## config.mk

```make
export PLATFORM = sky130hd
export DESIGN_NAME = mem_arbiter
export DESIGN_NICKNAME = d
export VERILOG_FILES = /design/src/rtl/mem_arb_pkg.sv /design/src/rtl/rr_picker.sv /design/src/rtl/mem_arbiter.sv
export SDC_FILE = /design/constraint.sdc
export NUM_CORES = 1
export LEC_CHECK = 0
export ABC_AREA = 1
export CAP_MARGIN = 5
export CORE_UTILIZATION = 45
export CTS_CLUSTER_DIAMETER = 200
export DETAILED_ROUTE_END_ITERATION = 8
export PLACE_DENSITY = 0.77
export SLEW_MARGIN = 20
export SYNTH_ARGS = -nofsm -noshare
export SYNTH_HDL_FRONTEND = slang
export SYNTH_SLANG_ARGS = --single-unit
```

## constraint.sdc

```tcl
create_clock -name clk_in -period 2.65 [get_ports clk_in]
set_input_delay 0.3975 -clock clk_in [delete_from_list [all_inputs] [get_ports clk_in]]
set_output_delay 0.3975 -clock clk_in [all_outputs]
set_load 0.01 [all_outputs]
```

## src/rtl/mem_arb_pkg.sv

```systemverilog
// Shared types and constants for the memory arbiter / byte-serial sequencer.
package mem_arb_pkg;

    typedef enum logic [1:0] {
        ST_IDLE  = 2'd0,
        ST_READ  = 2'd1,
        ST_WRITE = 2'd2
    } arb_state_t;

    // Address field that selects the UART window.
    localparam logic [1:0] IO_SEL = 2'b11;
    localparam int IO_MSB = 17;
    localparam int IO_LSB = 16;

    localparam int ARB_FIXED = 0;
    localparam int ARB_RR    = 1;

endpackage

```

## src/rtl/rr_picker.sv

```systemverilog
// Combinational N-way priority picker: scans from i_start upward with wrap,
// returns a one-hot grant, its index and whether anything was requesting.
module rr_picker #(
    parameter int N  = 2,
    parameter int CW = 1
) (
    input  logic [N-1:0]  i_req,
    input  logic [CW-1:0] i_start,
    output logic [N-1:0]  o_gnt,
    output logic [CW-1:0] o_idx,
    output logic          o_found
);

    int w_c;

    always_comb begin
        o_gnt   = '0;
        o_idx   = '0;
        o_found = 1'b0;
        w_c     = 0;
        for (int k = 0; k < N; k++) begin
            w_c = int'(i_start) + k;
            if (w_c >= N) w_c = w_c - N;
            if (!o_found && i_req[w_c]) begin
                o_found    = 1'b1;
                o_gnt[w_c] = 1'b1;
                o_idx      = CW'(w_c);
            end
        end
    end

endmodule

```

## src/rtl/mem_arbiter.sv

```systemverilog
// N-channel arbiter that runs one word request at a time as little-endian
// single-byte cycles on the 8-bit memory bus.
module mem_arbiter
    import mem_arb_pkg::*;
#(
    parameter int NUM_CH  = 2,
    parameter int DATA_W  = 32,
    parameter int LEN_W   = $clog2(DATA_W/8) + 1,
    parameter int RR_MODE = 0
) (
    input  logic                     clk_in,
    input  logic                     rst_in,
    input  logic                     rdy_in,
    input  logic [NUM_CH-1:0]        req_valid,
    input  logic [NUM_CH-1:0]        req_wr,
    input  logic [NUM_CH*32-1:0]     req_addr,
    input  logic [NUM_CH*DATA_W-1:0] req_wdata,
    input  logic [NUM_CH*LEN_W-1:0]  req_len,
    input  logic [NUM_CH-1:0]        req_flush,
    output logic [NUM_CH-1:0]        rsp_done,
    output logic [DATA_W-1:0]        rsp_rdata,
    input  logic [7:0]               mem_din,
    output logic [7:0]               mem_dout,
    output logic [31:0]              mem_a,
    output logic                     mem_wr,
    input  logic                     io_buffer_full
);

    localparam int NB = DATA_W / 8;
    localparam int CW = (NUM_CH > 1) ? $clog2(NUM_CH) : 1;

    arb_state_t r_state, w_next;

    logic [31:0]       r_addr, r_last_a;
    logic [DATA_W-1:0] r_wdata, r_buf;
    logic [LEN_W-1:0]  r_len, r_idx, r_plane;
    logic [CW-1:0]     r_ch, r_ptr;
    logic              r_pend;
    logic [7:0]        r_last_dout;

    logic [NUM_CH-1:0] w_gnt;
    logic [CW-1:0]     w_gidx, w_start;
    logic              w_found, w_grant, w_issue, w_wr_go, w_finish;
    logic [LEN_W-1:0]  w_win_len, w_len_n;
    logic              w_io, w_flush, w_addr_cyc;
    logic [DATA_W-1:0] w_asm, w_wshift;

    // A channel whose completion is showing this cycle must not be re-granted.
    assign w_start = (RR_MODE == ARB_RR) ? r_ptr : '0;

    rr_picker #(.N(NUM_CH), .CW(CW)) u_pick (
        .i_req   (req_valid & ~rsp_done),
        .i_start (w_start),
        .o_gnt   (w_gnt),
        .o_idx   (w_gidx),
        .o_found (w_found)
    );

    assign w_win_len = req_len[w_gidx*LEN_W +: LEN_W];
    assign w_len_n   = (w_win_len == '0 || w_win_len > LEN_W'(NB)) ? LEN_W'(NB) : w_win_len;

    assign w_io       = (r_addr[IO_MSB:IO_LSB] == IO_SEL);
    assign w_flush    = req_flush[r_ch];
    assign w_addr_cyc = (r_state == ST_READ) && (r_idx < r_len);

    // Read byte for the address issued last cycle lands in lane r_plane.
    assign w_asm    = r_pend ? (r_buf | (DATA_W'(mem_din) << {r_plane, 3'b000})) : r_buf;
    assign w_wshift = r_wdata >> {r_idx, 3'b000};

    assign mem_a    = (w_addr_cyc || r_state == ST_WRITE) ? r_addr + 32'(r_idx) : r_last_a;
    assign mem_dout = (r_state == ST_WRITE) ? w_wshift[7:0] : r_last_dout;
    assign mem_wr   = w_wr_go;

    always_comb begin
        w_next   = r_state;
        w_grant  = 1'b0;
        w_issue  = 1'b0;
        w_wr_go  = 1'b0;
        w_finish = 1'b0;
        case (r_state)
            ST_IDLE: begin
                if (rdy_in && w_found) begin
                    w_grant = 1'b1;
                    w_next  = (|(req_wr & w_gnt)) ? ST_WRITE : ST_READ;
                end
            end
            ST_READ: begin
                if (w_flush) begin
                    w_next = ST_IDLE;
                end else if (rdy_in) begin
                    if (w_addr_cyc) begin
                        w_issue = 1'b1;
                    end else begin
                        // Drain cycle: last byte is captured now.
                        w_next   = ST_IDLE;
                        w_finish = 1'b1;
                    end
                end
            end
            ST_WRITE: begin
                if (rdy_in && !(w_io && io_buffer_full)) begin
                    w_wr_go = 1'b1;
                    if (r_idx == r_len - 1'b1) begin
                        w_next   = ST_IDLE;
                        w_finish = 1'b1;
                    end
                end
            end
            default: w_next = ST_IDLE;
        endcase
    end

    always_ff @(posedge clk_in or negedge rst_in) begin
        if (!rst_in) r_state <= ST_IDLE;
        else         r_state <= w_next;
    end

    always_ff @(posedge clk_in or negedge rst_in) begin
        if (!rst_in) begin
            r_addr      <= '0;
            r_last_a    <= '0;
            r_wdata     <= '0;
            r_buf       <= '0;
            r_len       <= '0;
            r_idx       <= '0;
            r_plane     <= '0;
            r_ch        <= '0;
            r_ptr       <= '0;
            r_pend      <= 1'b0;
            r_last_dout <= '0;
            rsp_done    <= '0;
            rsp_rdata   <= '0;
        end else begin
            r_last_a    <= mem_a;
            r_last_dout <= mem_dout;
            rsp_done    <= '0;
            r_pend      <= w_issue;
            if (r_pend) r_buf <= w_asm;
            if (w_issue) r_plane <= r_idx;
            if (w_issue || w_wr_go) r_idx <= r_idx + 1'b1;
            if (w_grant) begin
                r_addr  <= req_addr[w_gidx*32 +: 32];
                r_wdata <= req_wdata[w_gidx*DATA_W +: DATA_W];
                r_len   <= w_len_n;
                r_ch    <= w_gidx;
                r_idx   <= '0;
                r_buf   <= '0;
                if (RR_MODE == ARB_RR)
                    r_ptr <= (w_gidx == CW'(NUM_CH - 1)) ? '0 : w_gidx + 1'b1;
            end
            if (w_finish) begin
                rsp_done[r_ch] <= 1'b1;
                if (r_state == ST_READ) rsp_rdata <= w_asm;
            end
        end
    end

endmodule

```

==> parameters.txt <==
Parameter                              Value

Floorplanning
  Site row count ... 52
  Starting density of the core ... 46.2%
  Area of the placeable core ... about 20000 um2
  Die ar. ... 21400 um2
  Floorplan die width ... 146 um
  Number of top-level pins ... 227
  Chip Height ... between 100 and 150 um

Yosys
  Post-synthesis sequential element count ... 183
  Netlist Area Pre-Place ... 9380 um2
  Yosys warns ... 0
  Synth Area in Compound Gates ... 14.9%
  Cells after synthesis ... 1183
  Multiplexer share of the synthesized area ... 0.107%
  Seq/Total Area, Yosys ... roughly half
  Area share of and/or/nand/nor cells after synthesis ... between 20% and 30%
  Syn avg cell area ... a little under 8 um2
  Fraction of the mapped netlist area in adder cells ... 1.82%
  Unique masters post-synth ... 35
  Share of the synthesized netlist area taken by xor and xnor gates ... less than 1%
  Number of nets in the synthesized netlist ... 1348
  Main combinational cell family by area after synthesis ... simple AND/OR/NAND/NOR gates

Timing
  Final hold vios ... 0
  Sum Neg Setup Slack ... -1.23 ns
  Peak clock frequency supported by timing ... 356 MHz
  Number of max-slew violations in the final report ... 0
  Final critical delay including setup and external delays ... 2.81 ns
  Post-route fraction of the period consumed by the critical path ... 106%
  Max Clock Skew ... between 0.009 and 0.01 ns
  Transition time of the tightest slew-check pin ... approximately 0.9 ns
  Final count of negative-setup-slack endpoints ... 16
  RSZ-0062 raised after global routing ... yes
  Relative slew margins ... 38.9%
  Final Worst Setup Slack ... -0.158 ns

Final layout
  Filler cell count ... 1691
  Area delta synth->final ... 46.6%
  Sequential standard cell area ... 4580 um2
  Diodes inserted ... 0
  Fraction of final layout cells sized beyond drive strength 1 ... around 18%
  Post-layout net count ... 1625
  Most common cell after layout, fill and taps aside ... sky130_fd_sc_hd__nand2_1
  Leading cell types in the layout, fill and taps excluded ... sky130_fd_sc_hd__nand2_1 (343), sky130_fd_sc_hd__clkdlybuf4s50_1 (184), sky130_fd_sc_hd__dfrtp_1 (182)
  Multi-input gate area ... 4760 um2

Global route
  Maximum number of pins on one net before global-route repair ... about 140
  Remaining global-route overflow ... 0
  Number of global-route vias before repair ... just under 9k
  Antenna violations before repair ... 0
  All-layer global routing usage ... 27.6%
  Wire length of the first global-routing pass ... around 46 mm

Clock tree
  Number of sinks handled by clock tree synthesis ... 183
  CTS tree ... built
  Number of CTS-inserted buffers ... 17
  Max clock buf depth ... 2
  Htree depth ... 4
  Root buffer selected by CTS ... sky130_fd_sc_hd__clkbuf_16
  Worst-skew pair later-pin latency ... 0.43 ns
  Clock-pin slew of the registers on the worst-case setup and hold paths ... 0.07 ns

Outcome
  Run status ... finished, violations left
  Failing checks ... setup timing

Drt
  Routed length per placed instance ... 17.6 um
  Drt initial violations ... 722
  Ratio of routed vias to standard cells ... between 5 and 6
  DRC violation count after routing ... 0
  Total number of vias ... 9420
  DRT antenna net count ... 0
  Drt pass-1 iters ... 8
  Final wirelength ... 30.8 mm

Power and ir drop
  Pwr Density ... approximately 1100 nW/um2
  Pleak ... 6.50 nW
  Worst supply voltage drop on vdd ... around 570 uV

Hold path
  Type of the worst min-delay path ... input pin to async pin

Setup path
  Crit-path slowest cell ... sky130_fd_sc_hd__dfrtp_1
  Ordered list of cells on the worst path ... ha_4 > inv_2 > fa_2 > o21ai_4 > buf_6 > nand3b_1 > buf_4 > o21bai_1 > nand3_1 > nand2_1 > buf_2
  CP delay by family, top ... adder cells
  Crit Path Class ... flop to output pin
  Crit path largest cell delay ... ~0.4 ns
  Critical Path RT ... between 2 and 2.5 ns
  Worst Setup End Kind ... output pin
  CP Buf/Inv Count ... 4
  Worst-path maximum fanout ... 3
  Crit path DAT ... 2.41 ns
  Crit start category ... flop

Place
  Port Buf Inserts ... 226
  RD Place Congestion ... 0.934
  Placed wire-length estimate after detailed placement ... between 20 and 25 mm
  DP Worst Slack ... -0.259 ns

Flow run
  Max-cap violation count ... 0
[metrics by stage]
| step | std cells | total power [mW] | hold slack (ns) | util, % | cell area [um2] |
|---|---|---|---|---|---|
| 3_3_place_gp | 1654 | 10.6 | 0.343 | 59.4 | 12000 |
| 4_1_cts | 1719 | 14.2 | 0.449 | 65.0 | 13200 |
| 5_1_grt | 1743 | 15.8 | 0.474 | 67.7 | 13700 |
| 3_5_place_dp | 1654 | 10.7 | 0.342 | 59.4 | 12000 |
| 2_1_floorplan | 1183 | 7.65 | 0.102 | - | 9380 |
| 6_report | 1743 | 15.0 | 0.435 | 67.7 | 13700 |
[cells by family (layout without fill, tap and decap cells)]
| family | count (synthesis) | after routing |
|---|---|---|
| simple gates | 609 | 615 |
| flops | 183 | 183 |
| fa+ha+maj | 13 | 13 |
| buf+inv | 143 | 427 |
| compound gates | 224 | 224 |
| xor+xnor | 10 | 10 |
| mux | 1 | 1 |
[synth_stat cells]
master | instances | area share [%]
sky130_fd_sc_hd__nand3_2 | 2 | 0.21
sky130_fd_sc_hd__o22ai_1 | 10 | 0.67
sky130_fd_sc_hd__inv_1 | 71 | 2.8
sky130_fd_sc_hd__nor2_1 | 146 | 5.8
sky130_fd_sc_hd__buf_1 | 6 | 0.24
sky130_fd_sc_hd__nand3_4 | 1 | 0.19
sky130_fd_sc_hd__nand2_2 | 1 | 0.067
sky130_fd_sc_hd__o21ai_4 | 1 | 0.17
sky130_fd_sc_hd__a31oi_1 | 9 | 0.60
sky130_fd_sc_hd__o21ai_0 | 38 | 2.0
sky130_fd_sc_hd__mux2i_1 | 1 | 0.11
sky130_fd_sc_hd__inv_2 | 2 | 0.080
sky130_fd_sc_hd__clkinv_1 | 2 | 0.080
sky130_fd_sc_hd__or2_0 | 1 | 0.067
sky130_fd_sc_hd__o21ai_1 | 2 | 0.11
sky130_fd_sc_hd__nor3_1 | 2 | 0.11
sky130_fd_sc_hd__ha_1 | 12 | 1.6
sky130_fd_sc_hd__clkbuf_1 | 25 | 1.0
sky130_fd_sc_hd__xnor2_1 | 2 | 0.19
sky130_fd_sc_hd__dfrtp_1 | 183 | 49
sky130_fd_sc_hd__nand2_1 | 372 | 15
sky130_fd_sc_hd__or2_2 | 1 | 0.067
sky130_fd_sc_hd__buf_6 | 3 | 0.36
sky130_fd_sc_hd__nand2_4 | 1 | 0.12
sky130_fd_sc_hd__a21oi_1 | 66 | 3.5
sky130_fd_sc_hd__nor2_2 | 3 | 0.20
sky130_fd_sc_hd__buf_2 | 29 | 1.5
sky130_fd_sc_hd__nand3b_1 | 13 | 1.0
sky130_fd_sc_hd__o31ai_1 | 64 | 5.1
sky130_fd_sc_hd__fa_1 | 1 | 0.21
sky130_fd_sc_hd__nand3_1 | 31 | 1.7
sky130_fd_sc_hd__xor2_1 | 8 | 0.75
sky130_fd_sc_hd__nand4_1 | 35 | 2.3
sky130_fd_sc_hd__o21bai_1 | 34 | 2.7
sky130_fd_sc_hd__buf_4 | 5 | 0.40
[where the power goes]
| group | leakage [nW] | internal (mW) | switching, mW |
|---|---|---|---|
| Clock | 0.327 | 1.70 | 1.20 |
| Combinational | 3.81 | 3.32 | 4.15 |
| Sequential | 2.37 | 3.75 | 0.853 |
| Total | 6.50 | 8.77 | 6.20 |
[repair_timing]
action / CTS / global route
pin swaps: 21 / 38
endpoints found under the hold margin: 41 / 0
cloned: 1 / 10
gates resized for setup: 218 / 91
buffers inserted: 32 / 19
setup endpoints to repair: 40 / 71
hold buffers: 1 / 0
[state kept, by name, summed over array words and instances (netlist names)]
name         cells
r_ch             1
r_state          2
r_addr          32
r_idx            3
r_plane          3
r_pend           1
rsp_done         2
r_last_dout      8
r_last_a        32
r_buf           32
r_wdata         32
rsp_rdata       32
r_len            3
[routing by layer]
metal,global-route usage [%],routed length [um],vias to the layer above
met5,0,0,-
li1,-,-,4480
met2,44.3,14400,400
met3,5.34,2160,58
met1,36.8,13300,4482
met4,11.3,900,0
[layout make-up]
type / instances / area share, %
clock inverters: 15 / 1.75
well taps: 270 / 2.46
repair buffers: 320 / 22.6
flip-flops and latches: 183 / 33.3
clock buffers: 17 / 3.09
inverters: 75 / 2.12
multi-input cells: 863 / 34.6
[final timing paths]
kind | from | endpoint | slack [ns] | depth (start not counted)
worst max-delay path | r_idx[0] | mem_a[18] | -0.16 | 11
worst min-delay path | rst_in | rsp_rdata[12] | 0.43 | 2
worst max register to register | r_idx[2] | rsp_rdata[6] | -0.02 | 16
worst min register to register | rsp_rdata[7] | rsp_rdata[7] | 0.47 | 2
max in group asynchronous | rst_in | r_last_dout[4] | 1.40 | 3
min in group clk_in | rsp_rdata[7] | rsp_rdata[7] | 0.47 | 2
[worst reg2reg max path, stage by stage (launching register included)]
cell                       delay, ns
sky130_fd_sc_hd__dfrtp_2        0.44
sky130_fd_sc_hd__buf_12         0.14
sky130_fd_sc_hd__ha_4           0.22
sky130_fd_sc_hd__nand3b_1       0.12
sky130_fd_sc_hd__nand3_2        0.14
sky130_fd_sc_hd__buf_6          0.14
sky130_fd_sc_hd__buf_4          0.13
sky130_fd_sc_hd__buf_4          0.13
sky130_fd_sc_hd__buf_4          0.12
sky130_fd_sc_hd__buf_4          0.12
sky130_fd_sc_hd__buf_4          0.12
sky130_fd_sc_hd__buf_4          0.16
sky130_fd_sc_hd__nand2_8        0.10
sky130_fd_sc_hd__nand2_8        0.10
sky130_fd_sc_hd__buf_12         0.17
sky130_fd_sc_hd__nand4_1        0.12
sky130_fd_sc_hd__nand2_1        0.08
(Power assumes the default switching activity.)
